`config.mk`:
```
export PLATFORM = sky130hd
export DESIGN_NAME = svo_openldi_ser
export DESIGN_NICKNAME = d
export VERILOG_FILES = /design/src/rtl/svo_openldi_ser.sv
export SDC_FILE = /design/constraint.sdc
export NUM_CORES = 1
export LEC_CHECK = 0
export CAP_MARGIN = 20
export CORE_ASPECT_RATIO = 1.5
export CORE_UTILIZATION = 50
export CTS_CLUSTER_SIZE = 16
export DETAILED_ROUTE_END_ITERATION = 8
export PLACE_DENSITY = 0.89
export SYNTH_ARGS = -nofsm -noshare
export SYNTH_HDL_FRONTEND = slang
export SYNTH_SLANG_ARGS = --single-unit
```
`constraint.sdc`:
```
create_clock -name clk -period 2.49 [get_ports clk]
set_input_delay 0.6225 -clock clk [delete_from_list [all_inputs] [get_ports clk]]
set_output_delay 0.6225 -clock clk [all_outputs]
set_load 0.005 [all_outputs]
```
`src/rtl/svo_openldi_ser.sv`:
```
// OpenLDI / FPD-Link transmitter core: packs RGB + de/vs/hs into 7-bit lane words
// and shifts them out MSB first on the 7x bit clock, with one clock lane per link.
module svo_openldi_ser #(
    parameter int COLOR_BITS = 6,
    parameter int MAPPING    = 0,
    parameter int PIXELS     = 1,
    localparam int LANES     = (COLOR_BITS == 8) ? 4 : 3
) (
    input  logic                           clk,
    input  logic                           reset,
    input  logic                           in_valid,
    output logic                           in_ready,
    input  logic                           in_de,
    input  logic                           in_vs,
    input  logic                           in_hs,
    input  logic [PIXELS*3*COLOR_BITS-1:0] in_rgb,
    output logic [PIXELS*LANES-1:0]        lane_out,
    output logic [PIXELS-1:0]              clk_out,
    output logic                           underflow
);

    localparam int NLANE = PIXELS * LANES;
    localparam int NW    = NLANE * 7;
    localparam logic [6:0] CLK_PATTERN = 7'b1100011;

    logic [2:0]       phase;
    logic [2:0]       bit_sel;
    logic [NW-1:0]    word;
    logic [NW-1:0]    word_packed;
    logic [NW-1:0]    word_blank;
    logic [NLANE-1:0] lane_next;
    logic             last_vs;
    logic             last_hs;

    // Components arrive zero-extended to 8 bits; in 6-bit mode only [5:0] matter.
    function automatic logic [6:0] pack_lane(input logic [7:0] r, input logic [7:0] g,
                                             input logic [7:0] b, input logic de,
                                             input logic vs, input logic hs, input int lane);
        logic [5:0] r6, g6, b6;
        logic [1:0] rx, gx, bx;
        logic [6:0] lw;
        if (COLOR_BITS == 8 && MAPPING == 1) begin
            r6 = r[7:2]; g6 = g[7:2]; b6 = b[7:2];
            rx = r[1:0]; gx = g[1:0]; bx = b[1:0];
        end else begin
            r6 = r[5:0]; g6 = g[5:0]; b6 = b[5:0];
            rx = r[7:6]; gx = g[7:6]; bx = b[7:6];
        end
        case (lane)
            0:       lw = {g6[0], r6};
            1:       lw = {b6[1:0], g6[5:1]};
            2:       lw = {de, vs, hs, b6[5:2]};
            default: lw = {1'b0, bx, gx, rx};
        endcase
        return lw;
    endfunction

    always_comb begin
        word_packed = '0;
        word_blank  = '0;
        for (int p = 0; p < PIXELS; p++) begin
            for (int l = 0; l < LANES; l++) begin
                word_packed[(p*LANES+l)*7 +: 7] = pack_lane(
                    8'(in_rgb[p*3*COLOR_BITS +: COLOR_BITS]),
                    8'(in_rgb[p*3*COLOR_BITS+COLOR_BITS +: COLOR_BITS]),
                    8'(in_rgb[p*3*COLOR_BITS+2*COLOR_BITS +: COLOR_BITS]),
                    in_de, in_vs, in_hs, l);
                word_blank[(p*LANES+l)*7 +: 7] = pack_lane(
                    8'h00, 8'h00, 8'h00, 1'b0, last_vs, last_hs, l);
            end
        end
    end

    assign in_ready = (phase == 3'd6);
    assign bit_sel  = 3'd6 - phase;

    always_comb begin
        lane_next = '0;
        for (int i = 0; i < NLANE; i++) begin
            lane_next[i] = word[i*7 + int'(bit_sel)];
        end
    end

    always_ff @(posedge clk or posedge reset) begin
        if (reset) begin
            phase     <= 3'd0;
            word      <= '0;
            last_vs   <= 1'b0;
            last_hs   <= 1'b0;
            lane_out  <= '0;
            clk_out   <= '0;
            underflow <= 1'b0;
        end else begin
            phase     <= (phase == 3'd6) ? 3'd0 : phase + 3'd1;
            lane_out  <= lane_next;
            clk_out   <= {PIXELS{CLK_PATTERN[bit_sel]}};
            underflow <= 1'b0;
            // Word boundary: take the new beat, or repeat blanking with held syncs.
            if (phase == 3'd6) begin
                if (in_valid) begin
                    word    <= word_packed;
                    last_vs <= in_vs;
                    last_hs <= in_hs;
                end else begin
                    word      <= word_blank;
                    underflow <= 1'b1;
                end
            end
        end
    end

endmodule

```
==> impl_metrics.py, run 1 <==
metrics = {
    "setup_path": {
        "path_class": "flip-flop to primary output",
        "cp.required_ns": 1.87,
        "worstSetupStartpointType": "flip-flop",
        "cpPeakStageDelay_ns": 0.50,
        "end_kind": "primary output",
        "crit_path_frequent_cell": "inv_1",
        "critical_path_arrival_ns": 1.71,
        "cp_slowest_cell": "clkdlybuf4s50_1",
        "crit_chain": "inv_1 -> ha_2 -> nand2_1 -> inv_1 -> clkdlybuf4s50_1",
        "cp_max_fo": 5,
    },
    "yosys": {
        "ys_types": 23,
        "synth_compound_area_share_pct": 3.42,
        "synthTopCellsByCount": "nand2_1, dfrtp_1, nand3_1, clkbuf_1, inv_1",
        "synth_edf_count": 0,
        "synth_top_family_by_area": "simple AND/OR/NAND/NOR gates",
        "synth.cell_area_mm2": 0.00147,
        "yosys-top-cells-area": "dfrtp_1, nand2_1, mux4_1, nand3_1, ha_1",
        "yosysWarnings": 0,
        "synthAdderAreaFrac_pct": 3.42,
        "synth_nets": 172,
        "synth_cells": 144,
        "synthArstFlopShare_pct": 100,
        "synth_flop_cell": "dfrtp_1",
        "synth_top_area_cell": "dfrtp_1",
        "synth_seq_cells": 31,
        "synth_mux_area_share_pct": 13.7,
        "syn_area_per_cell_um2": 10.2,
        "ys_seq_area_share_pct": 52.9,
        "synth_xor_area_share_pct": 0.598,
        "synth.most_common_cell": "nand2_1",
        "synth_top_cell_area_share_pct": 52.9,
        "synthSimpleGateAreaFrac_pct": 21.5,
    },
    "clock_network": {
        "cts_buffers": 5,
        "cts.path.max_buffers": 2,
        "path_clk_slew_ns": 0.06,
        "clk_latency_ns": 0.28,
        "cts_tree": "built",
        "cts.sinks": 31,
        "htree_levels": 2,
        "root_buffer": "clkbuf_8",
    },
    "global_routing": {
        "grt_usage_pct": 23.0,
        "grt_max_degree": 32,
        "grt_pass1_wl_um": 4920,
        "antenna_found_initial": 0,
        "grt_pass1_vias": 1146,
        "overflow": 0,
    },
    "drt": {
        "drc": 0,
        "wirelength_um": 2950,
        "drtIter0Drc": 60,
        "num_vias": 1124,
        "ant_nets": 0,
        "wl_per_cell_um": 13.8,
        "viasPerCell": 5.25,
        "firstDrtPassIters": 4,
    },
    "floorplan": {
        "die_x_um": 46.2,
        "io_pins": 30,
        "die_y_um": 68.3,
        "dieArea_mm2": 0.00316,
        "num_rows": 23,
        "start_util_pct": 53.6,
        "coreArea_mm2": 0.00273,
    },
    "cells_and_area": {
        "nFillCells": 198,
        "diodes": 0,
        "drive_above_1_share_pct": 10.2,
        "area_growth_pct": 28.7,
        "nets": 206,
    },
    "outcome": {
        "status": "completed",
    },
    "sta": {
        "fmax_mhz": 428,
        "finalSetupTns_ns": 0,
        "clock_skew_ns": 0.00324,
        "setup_ws_ns": 0.153,
        "post-route-period-util_pct": 93.9,
        "finalSetupViolCount": 0,
        "timing_max_transition_violations_final": 0,
        "tightestPinTransition_ns": 0.733,
        "rsz0062_at_grt": "no",
        "hold_violations": 0,
        "relSlewSlack_pct": 50.8,
        "finalCriticalPeriod_ns": 2.34,
    },
    "job": {
        "max-cap-violations": 0,
    },
    "worst_hold_path": {
        "hp-class": "flip-flop to flip-flop",
    },
    "placed_design": {
        "gp_congestion": 1.01,
        "dp_slack_ns": 0.345,
        "io_buffers": 29,
        "dp_hpwl_um": 2110,
    },
    "pwr": {
        "p_per_area_mw_per_mm2": 521,
        "leakagePower_nw": 0.938,
        "vdd_drop_max_uv": 337,
    },
}
[through the flow]
stage	instances	utilization [%]	total power, W	cell area (um^2)	hold slack (ns)
global placement	206	65.6	0.000640	1790	0.442
global route	214	69.0	0.00103	1890	0.473
finish	214	69.0	0.000982	1890	0.462
CTS	212	68.3	0.000988	1870	0.463
detailed placement	206	65.6	0.000646	1790	0.450
floorplan	144	-	0.000587	1470	0.430
[kinds of logic after synthesis]
family / count (synthesis)
adder cells (fa/ha/maj): 4
AND/OR/NAND/NOR: 74
XOR/XNOR: 1
buffers and inverters: 14
AO/OA/AOI/OAI: 8
flip-flops: 31
multiplexers: 12
[repair_timing]
item / in CTS / in global routing
endpoints found under the setup margin: 0 / 1
setup buffers: 0 / 2
gates resized for setup: 0 / 2
hold buffers: 0 / 0
[layout by cell type (no fill, tap or decap)]
cell / Yosys / layout
clkbuf_8: 0 / 5
inv_1: 5 / 5
dfrtp_1: 31 / 30
dfrtp_2: 0 / 1
buf_4: 1 / 7
xnor2_1: 1 / 1
o21ai_0: 4 / 4
clkbuf_1: 6 / 1
o221ai_1: 2 / 2
nor2_1: 4 / 4
nor3_1: 1 / 1
mux4_1: 4 / 4
nand2_1: 47 / 47
ha_2: 0 / 1
o21a_1: 1 / 1
a21oi_1: 1 / 1
mux2_2: 3 / 3
and4b_1: 1 / 1
mux4_2: 1 / 1
or4_1: 1 / 1
clkdlybuf4s50_1: 0 / 29
mux2i_1: 4 / 4
or3_1: 1 / 1
ha_1: 4 / 3
nand3_1: 19 / 19
[per-layer routing]
metal	share of wire, %	GRT usage [%]	vias to the layer above
li1	-	-	550
met1	39	24.8	534
met2	54	37.9	30
met3	3.6	8.18	10
met4	3.5	13.2	0
met5	0	0	-
[worst max-delay path: cells and delay by family, from the launching register on]
family                   cells  cell delay (ns)
buffers and inverters        3             0.71
flip-flops                   1             0.41
AND/OR/NAND/NOR              1             0.10
adder cells (fa/ha/maj)      1             0.23
[report_power, final]
group	switching (W)	internal, W
logic	0.0000347	0.0000565
clock network	0.000161	0.000185
registers	0.0000147	0.000530
[registers in the layout, summed over array words and instances (netlist names)]
signal     cells
lane_out       3
clk_out        1
underflow      1
last_vs        1
phase          3
word          21
last_hs        1
[layout make-up]
type | instances | area, um^2 | share of cell area, %
flip-flops and latches | 31 | 777 | 41.2
multi-input cells | 99 | 628 | 33.3
repair buffers | 36 | 343 | 18.2
clock buffers | 6 | 72.6 | 3.85
well taps | 37 | 46.3 | 2.46
inverters | 5 | 18.8 | 0.995
[final timing paths]
path	from	endpoint	slack [ns]	cells past startpoint
max	phase[0]	in_ready	0.15	5
min	word[4]	word[4]	0.46	2
max reg2reg	phase[0]	lane_out[1]	0.40	6
min reg2reg	word[4]	word[4]	0.46	2
max in group asynchronous	reset	phase[0]	1.49	3
min in group asynchronous	reset	word[20]	0.72	3
(Power assumes the default switching activity.)
==> run 2, diff against run 1 <==
--- a/config.mk
+++ b/config.mk
@@ -5,7 +5,7 @@
 export SDC_FILE = /design/constraint.sdc
 export NUM_CORES = 1
 export LEC_CHECK = 0
-export CAP_MARGIN = 20
+export CAP_MARGIN = 15
 export CORE_ASPECT_RATIO = 1.5
 export CORE_UTILIZATION = 50
 export CTS_CLUSTER_SIZE = 16
==> results of run 2 <==
Final layout, timing and power as in run 1 (identical DEF).
==> run 3, diff against run 2 <==
--- a/config.mk
+++ b/config.mk
@@ -5,6 +5,7 @@
 export SDC_FILE = /design/constraint.sdc
 export NUM_CORES = 1
 export LEC_CHECK = 0
+export ABC_AREA = 1
 export CAP_MARGIN = 15
 export CORE_ASPECT_RATIO = 1.5
 export CORE_UTILIZATION = 50
==> run 3 against run 2 <==
Total power shrank 0.97%. Clock skew grew 0.00075 ns. Sequential power is essentially flat. Critical path depth is the same. Critical path type unchanged. Routed wire length grew 3.8%. Global-route usage grew 1.0 points. Register-to-register slack gained 0.25 ns. Flip-flop and latch count is the same. Sequential share of layout area grew 0.15 points. Highest routed layer unchanged. Final area shrank 0.53%.
==> impl_metrics.py, run 3 <==
metrics = {
    "cells_and_area": {
        "final_cell_mix": "nand2_1, dfrtp_1, clkdlybuf4s50_1",
        "diodes": 0,
        "stdcell_area_mm2": 0.00188,
        "layout.cells.non_filler": 231,
        "drive_above_1_share_pct": 10.3,
        "final_common_cell": "nand2_1",
        "final_util_pct": 68.6,
        "reg.largest.list": "word x21, lane_out x3, phase x3",
        "largest_reg_flops": 21,
        "nets": 223,
        "top_register": "word",
        "area_growth_pct": 26.2,
    },
    "yosys": {
        "synthSimpleGateAreaFrac_pct": 22.1,
        "synth_top_cell_area_share_pct": 52.2,
        "synth_top_family_by_area": "simple AND/OR/NAND/NOR gates",
        "yosysWarnings": 0,
        "synth.most_common_cell": "nand2_1",
        "syn_area_per_cell_um2": 9.18,
        "synth_flop_cell": "dfrtp_1",
        "synthAdderAreaFrac_pct": 3.37,
        "synth_edf_count": 0,
        "synth_top_area_cell": "dfrtp_1",
        "ys_types": 21,
        "synth_xor_area_share_pct": 0,
        "yosys-top-cells-area": "dfrtp_1, nand2_1, nand3_1, a22o_1, a22o_2",
        "synth_seq_cells": 31,
        "synth.cell_area_mm2": 0.00149,
        "synth_nets": 190,
        "synth_compound_area_share_pct": 14.1,
        "synth_cells": 162,
        "synthArstFlopShare_pct": 100,
        "synth_mux_area_share_pct": 0.673,
        "synthTopCellsByCount": "nand2_1, dfrtp_1, nand3_1, inv_1, o21ai_0",
        "ys_seq_area_share_pct": 52.2,
    },
    "setup_path": {
        "cp_top_family": "buffers and inverters",
        "crit_cells": 5,
        "cp.required_ns": 1.87,
        "end_kind": "primary output",
        "cpPeakStageDelay_ns": 0.53,
        "r2r_end": "lane_out[1]",
        "setup.worst_path.end": "in_ready",
        "worstSetupStartpointType": "flip-flop",
        "crit_chain": "inv_2 -> ha_4 -> nand2_4 -> clkinv_1 -> clkdlybuf4s50_1",
        "path_class": "flip-flop to primary output",
        "cp_slowest_cell": "clkdlybuf4s50_1",
        "r2r_cells": 9,
        "crit_start": "phase[0]",
        "worstReg2RegStart": "phase[0]",
        "critical_path_arrival_ns": 1.78,
        "crit_buf_inv": 3,
        "cp_max_fo": 11,
        "regToRegSetupSlack_ns": 0.65,
    },
    "sta": {
        "hold_violations": 0,
        "clock_skew_ns": 0.00399,
        "finalSetupTns_ns": 0,
        "finalSetupViolCount": 0,
        "fmax_mhz": 417,
        "setup_ws_ns": 0.0922,
        "post-route-period-util_pct": 96.3,
        "tightestPinTransition_ns": 0.477,
        "timing_max_transition_violations_final": 0,
        "finalCriticalPeriod_ns": 2.40,
        "relSlewSlack_pct": 68.1,
    },
    "clock_network": {
        "cts_buffers": 5,
        "root_buffer": "clkbuf_8",
        "cts_tree": "built",
        "cts.sinks": 31,
        "postCtsHoldBufs": 0,
        "cts.path.max_buffers": 2,
        "path_clk_slew_ns": 0.05,
        "htree_levels": 2,
        "clk_latency_ns": 0.27,
    },
    "global_routing": {
        "grt_max_degree": 32,
        "grt_usage_pct": 24.0,
        "overflow": 0,
        "grt_pass1_wl_um": 5290,
        "grt_pass1_vias": 1199,
        "antenna_found_initial": 0,
    },
    "drt": {
        "drtIter0Drc": 27,
        "firstDrtPassIters": 4,
        "viasPerCell": 5.37,
        "wirelength_um": 3060,
        "drc": 0,
        "wl_per_cell_um": 13.3,
        "num_vias": 1241,
        "ant_nets": 0,
    },
    "placed_design": {
        "io_buffers": 29,
        "dp_hpwl_um": 2260,
        "gp_congestion": 0.937,
        "dpl-instance-area_mm2": 0.00179,
        "place_inst": 225,
        "dp_slack_ns": 0.299,
    },
    "floorplan": {
        "dieArea_mm2": 0.00320,
        "coreArea_mm2": 0.00273,
        "die_y_um": 68.8,
        "start_util_pct": 54.4,
        "die_x_um": 46.5,
        "num_rows": 23,
        "io_pins": 30,
    },
    "worst_hold_path": {
        "hp-class": "flip-flop to flip-flop",
    },
    "pwr": {
        "vdd_drop_max_uv": 436,
        "leakagePower_nw": 0.892,
        "p_per_area_mw_per_mm2": 519,
    },
    "job": {
        "max-cap-violations": 0,
    },
    "outcome": {
        "status": "completed",
    },
}
run 3: cell type report:
| cell class | instances | area [um^2] |
|---|---|---|
| clock buffer | 6 | 72.6 |
| fill | 205 | 858 |
| inverter | 15 | 56.3 |
| multi-input combinational | 110 | 612 |
| sequential | 31 | 776 |
| tap | 37 | 46.3 |
| timing repair buffer | 32 | 313 |
run 3: through the flow:
stage / hold slack (ns) / total power, W
2_1_floorplan: 0.442 / 0.000583
3_3_place_gp: 0.457 / 0.000635
6_report: 0.483 / 0.000973
5_1_grt: 0.515 / 0.00102
4_1_cts: 0.489 / 0.000981
3_5_place_dp: 0.477 / 0.000639
run 3: worst min-delay path: cells and delay by family (launching register included):
family,cells,cell delay (ns)
DFF,1,0.35
and+or+nand+nor,2,0.10
run 3: what timing repair did:
item                       4_1_cts  5_1_grt
gates resized for setup          1        1
setup endpoints to repair        1        1
setup buffers                    0        0
run 3: cell families after synthesis:
group / Yosys count
simple gates: 75
flops: 31
compound gates: 30
buf+inv: 21
fa+ha+maj: 4
mux: 1
run 3: metal layers:
metal  GRT usage (%)  wire (um)  vias up
met4            12.1         43        0
met3            8.59        102        4
li1                -          -      599
met1            27.2       1240      611
met5               0          0        -
met2            38.7       1680       27
run 3: power breakdown:
| part | internal, W | switching, W |
|---|---|---|
| logic | 0.0000562 | 0.0000305 |
| registers | 0.000529 | 0.0000137 |
| clock network | 0.000185 | 0.000158 |
| total | 0.000771 | 0.000202 |
run 3: worst min-delay path by stage:
stage / to / startpoint / cells after the start / slack [ns]
detailed placement: last_vs / last_vs / 2 / 0.48
global placement: last_vs / last_vs / 2 / 0.46
floorplan: last_hs / last_hs / 2 / 0.44
finish: last_vs / last_vs / 2 / 0.48
global route: word[16] / word[16] / 1 / 0.51
CTS: last_vs / last_vs / 2 / 0.49
==> edit 1 (settings of run 2) <==
Set the parameter `COLOR_BITS` to 4 (it was 6).
--- a/src/rtl/svo_openldi_ser.sv
+++ b/src/rtl/svo_openldi_ser.sv
@@ -2,5 +2,5 @@
 // and shifts them out MSB first on the 7x bit clock, with one clock lane per link.
 module svo_openldi_ser #(
-    parameter int COLOR_BITS = 6,
+    parameter int COLOR_BITS = 4,
     parameter int MAPPING    = 0,
     parameter int PIXELS     = 1,
Ports: changed (resized in_rgb); port bits go from 30 to 24. The function was not compared with the original's and may differ.
==> edit 1 against run 2 <==
Synthesized cell count shrank 18%; sequential share of layout area fell by 0.12 points; final cell count decreased by 22%; total power is 30% lower; worst setup slack worse by 0.013 ns; fmax decreased by 0.55%; design area down 19%; area after synthesis decreased by 16%; sequential cell count shrank 6; routed wire length decreased by 24%; largest cell class unchanged.
==> edit 1: results <==
metrics = {
    "outcome": {
        "outcome": "finished, final reports clean",
    },
    "grt": {
        "grt_usage_pct": 20.1,
        "grt_pass1_wl_um": 4080,
        "grt_pass1_vias": 929,
        "grt_max_degree": 26,
        "antenna_found_initial": 0,
    },
    "timing": {
        "relSlewSlack_pct": 60.7,
        "fin_worst_skew_ns": 0.00927,
        "max_freq_ghz": 0.425,
    },
    "critical_path": {
        "r2r_cells": 5,
        "path_max_fanout": 7,
        "rrSetupSlack_ns": 0.60,
        "startpoint": "phase[0]",
        "crit_arrival_ns": 1.73,
        "timing.rr.start": "phase[0]",
    },
    "synth": {
        "synth_nets": 140,
        "yosys-top-cells-area": "dfrtp_1, nand2_1, mux2i_1, nand3_1, ha_1",
        "ys_types": 27,
        "seq_area_frac_synth_pct": 50.7,
        "ys_top_cells_by_count": "nand2_1, dfrtp_1, nand3_1",
        "synth_compound_area_share_pct": 5.27,
        "synth.area.mux_share_pct": 12.3,
        "synth_xor_area_share_pct": 4.06,
        "yosys.area_share.adder_pct": 4.06,
    },
    "cts": {
        "clk_latency_ns": 0.32,
        "htree_levels": 1,
        "cts_buffers": 3,
        "cts_root_buf": "clkbuf_4",
    },
    "cells_and_area": {
        "top_regs": "word (15), lane_out (3), phase (3)",
        "final_layout_size_suffix_gt1_share_pct": 11.9,
        "final_nets": 166,
    },
    "placed_design": {
        "io_buffer_count": 23,
        "dpl.hpwl_um": 1680,
        "place.gp.congestion": 0.697,
    },
    "drt": {
        "via_per_inst": 5.51,
        "wire_per_inst_um": 13.5,
        "drt_iter0_drc": 11,
    },
    "power": {
        "ir_worst_vdd_mv": 0.344,
        "p_leak_nw": 0.746,
    },
}
## edit 1: final cells by class
cell class,instances,area (µm²)
Clock buffer,3,22.5
Multi-Input combinational cell,82,559
Inverter,5,18.8
Timing Repair Buffer,27,260
Clock inverter,1,7.51
Fill cell,180,763
Sequential cell,25,626
Tap cell,23,28.8
## edit 1: layer usage
layer  up-vias  global-route usage, %  share of wire (%)
met1       436                   26.0                 42
met5         -                      0                  0
met2        24                   31.9                 52
met3         8                   3.18                3.3
li1        446                      -                  -
met4         0                   10.9                2.8
## edit 1: worst register-to-register path, stage by stage (launching register included)
cell and delay [ns]:
dfrtp_1 0.40, buf_4 0.19, ha_1 0.53, mux2i_1 0.15, a2111oi_2 0.42, a211o_1 0.16
## edit 1: logic make-up after synthesis
group	count (synthesis)
compound gates	9
xor+xnor	2
fa+ha+maj	4
buf+inv	11
flops	25
mux	12
simple gates	55
## edit 1: report_power, final
part           internal [mW]  leakage (nW)  switching [mW]
Combinational         0.0443         0.416          0.0281
Sequential             0.426         0.316          0.0111
Clock                 0.0613        0.0139           0.121
Total                  0.532         0.746           0.160
## edit 1: metrics by stage
step	setup slack (ns)	area (µm²)	total power [mW]	util [%]	cells
detailed placement	0.472	1490	0.519	65.3	162
CTS	0.127	1520	0.700	66.6	166
global route	0.0102	1520	0.725	66.6	166
floorplan	0.520	1230	0.474	-	118
global placement	0.526	1490	0.514	65.3	162
finish	0.140	1520	0.692	66.6	166
## edit 1: how the worst min path moves through the flow
stage | start | endpoint | slack [ns] | cells past startpoint
floorplan | word[6] | word[6] | 0.43 | 2
global placement | word[6] | word[6] | 0.45 | 2
detailed placement | word[9] | word[9] | 0.46 | 2
CTS | word[9] | word[9] | 0.49 | 2
global route | word[0] | word[0] | 0.51 | 2
finish | word[13] | word[13] | 0.49 | 2
==> edit 2 (settings of run 2) <==
Made on the original files. Put one more register stage on the output `underflow`, with the module's reset. The value now appears one clock later. The other outputs are not delayed to match.
--- a/src/rtl/svo_openldi_ser.sv
+++ b/src/rtl/svo_openldi_ser.sv
@@ -23,4 +23,6 @@
     localparam int NW    = NLANE * 7;
     localparam logic [6:0] CLK_PATTERN = 7'b1100011;
+
+    logic underflow_s0;
 
     logic [2:0]       phase;
@@ -90,10 +92,10 @@
             lane_out  <= '0;
             clk_out   <= '0;
-            underflow <= 1'b0;
+            underflow_s0 <= 1'b0;
         end else begin
             phase     <= (phase == 3'd6) ? 3'd0 : phase + 3'd1;
             lane_out  <= lane_next;
             clk_out   <= {PIXELS{CLK_PATTERN[bit_sel]}};
-            underflow <= 1'b0;
+            underflow_s0 <= 1'b0;
             // Word boundary: take the new beat, or repeat blanking with held syncs.
             if (phase == 3'd6) begin
@@ -104,5 +106,5 @@
                 end else begin
                     word      <= word_blank;
-                    underflow <= 1'b1;
+                    underflow_s0 <= 1'b1;
                 end
             end
@@ -110,4 +112,12 @@
     end
 
+    always_ff @(posedge clk or posedge reset) begin
+        if (reset) begin
+            underflow <= '0;
+        end else begin
+            underflow <= underflow_s0;
+        end
+    end
+
 endmodule
 
Check against the original RTL: not equivalent (Yosys sat finds a counterexample within 10 cycles, from zero or initial values and one cycle with reset high).
==> edit 2 against run 2 <==
Total power up 7.2%; worst setup slack better by 0.031 ns; critical path type unchanged; routed wire length up 1.2%; critical path depth unchanged; synthesized cell count up 0.69%; critical endpoint unchanged; combinational power about the same; sequential cell count up 1; clock power up 16%; fmax up 1.4%; non-clock buffer count unchanged; design area up 2.1%; area after synthesis up 1.7%.
==> edit 2: results <==
metrics = {
    "grt": {
        "grtUsageMet1_pct": 26.7,
        "grt_max_degree": 33,
        "use_met3_pct": 6.25,
        "gr-usage-met2_pct": 37.2,
        "grt_usage_pct": 22.9,
        "grt_pass1_vias": 1129,
        "grt_pass1_wl_um": 4950,
    },
    "placed_design": {
        "pre_cts_ws_ns": 0.483,
        "placed_area_mm2": 0.00183,
        "place.gp.congestion": 0.886,
        "place_inst": 209,
    },
    "timing": {
        "fin_worst_skew_ns": 0.00627,
        "worst_pin_slew_ns": 0.391,
    },
    "power": {
        "internal_power_mw": 0.826,
        "seqPwrFrac_pct": 53.1,
        "p_leak_nw": 0.960,
        "ir_worst_vdd_mv": 0.485,
        "pwr.group.clock_mw": 0.402,
    },
    "drt": {
        "wl_met2_um": 1560,
        "drt-met1-wl_um": 1210,
        "drt_iter0_drc": 33,
        "dr.pass1.iters": 4,
        "wl_met3_um": 142,
        "vias": 1152,
        "finalWirelength_um": 2990,
    },
    "outcome": {
        "outcome": "finished, final reports clean",
    },
    "cts": {
        "cts_setup_buffers": 0,
        "cts.sinks": 32,
    },
    "cells_and_area": {
        "final_cell_count_no_fill": 217,
        "layout.nonclk_buf_share_pct": 17.8,
        "nClkBuffers": 8,
        "final_layout_size_suffix_gt1_share_pct": 9.44,
        "seq_area_um2": 801,
        "nFillCells": 215,
        "multi_input_area_share_pct": 32.5,
    },
    "synth": {
        "synth_nets": 173,
        "yosys-top-cells-area": "dfrtp_1, nand2_1, mux4_1, nand3_1, ha_1",
        "synth_cells": 145,
        "ys_top_cells_by_count": "nand2_1, dfrtp_1, nand3_1",
        "seq_area_frac_synth_pct": 53.7,
    },
    "critical_path": {
        "path_max_fanout": 5,
        "crit_arrival_ns": 1.68,
    },
    "job": {
        "drv_cap": 0,
    },
    "die": {
        "chipWidth_um": 46.6,
    },
}
edit 2: cells by family after synthesis:
logic type	synth area share (%)
adder cells (fa/ha/maj)	3.36
multiplexers	13.5
AND/OR/NAND/NOR	21.2
flip-flops	53.7
XOR/XNOR	0.588
AO/OA/AOI/OAI	3.36
buffers and inverters	4.28
edit 2: path summary, 6_finish.rpt:
path                               from           to  slack, ns  cells past startpoint
min                        underflow_s0    underflow       0.35                      0
max in group asynchronous         reset     word[17]       1.48                      3
max                            phase[0]     in_ready       0.18                      5
min in group asynchronous         reset  lane_out[0]       0.73                      3
min reg2reg                underflow_s0    underflow       0.35                      0
max reg2reg                    phase[0]  lane_out[1]       0.61                      7
edit 2: stage by stage:
| step | power, mW | util (%) |
|---|---|---|
| after global routing | 1.10 | 69.7 |
| after detailed placement | 0.660 | 66.4 |
| after floorplan | 0.603 | - |
| after global placement | 0.655 | 66.4 |
| final | 1.05 | 69.7 |
| after CTS | 1.06 | 69.7 |
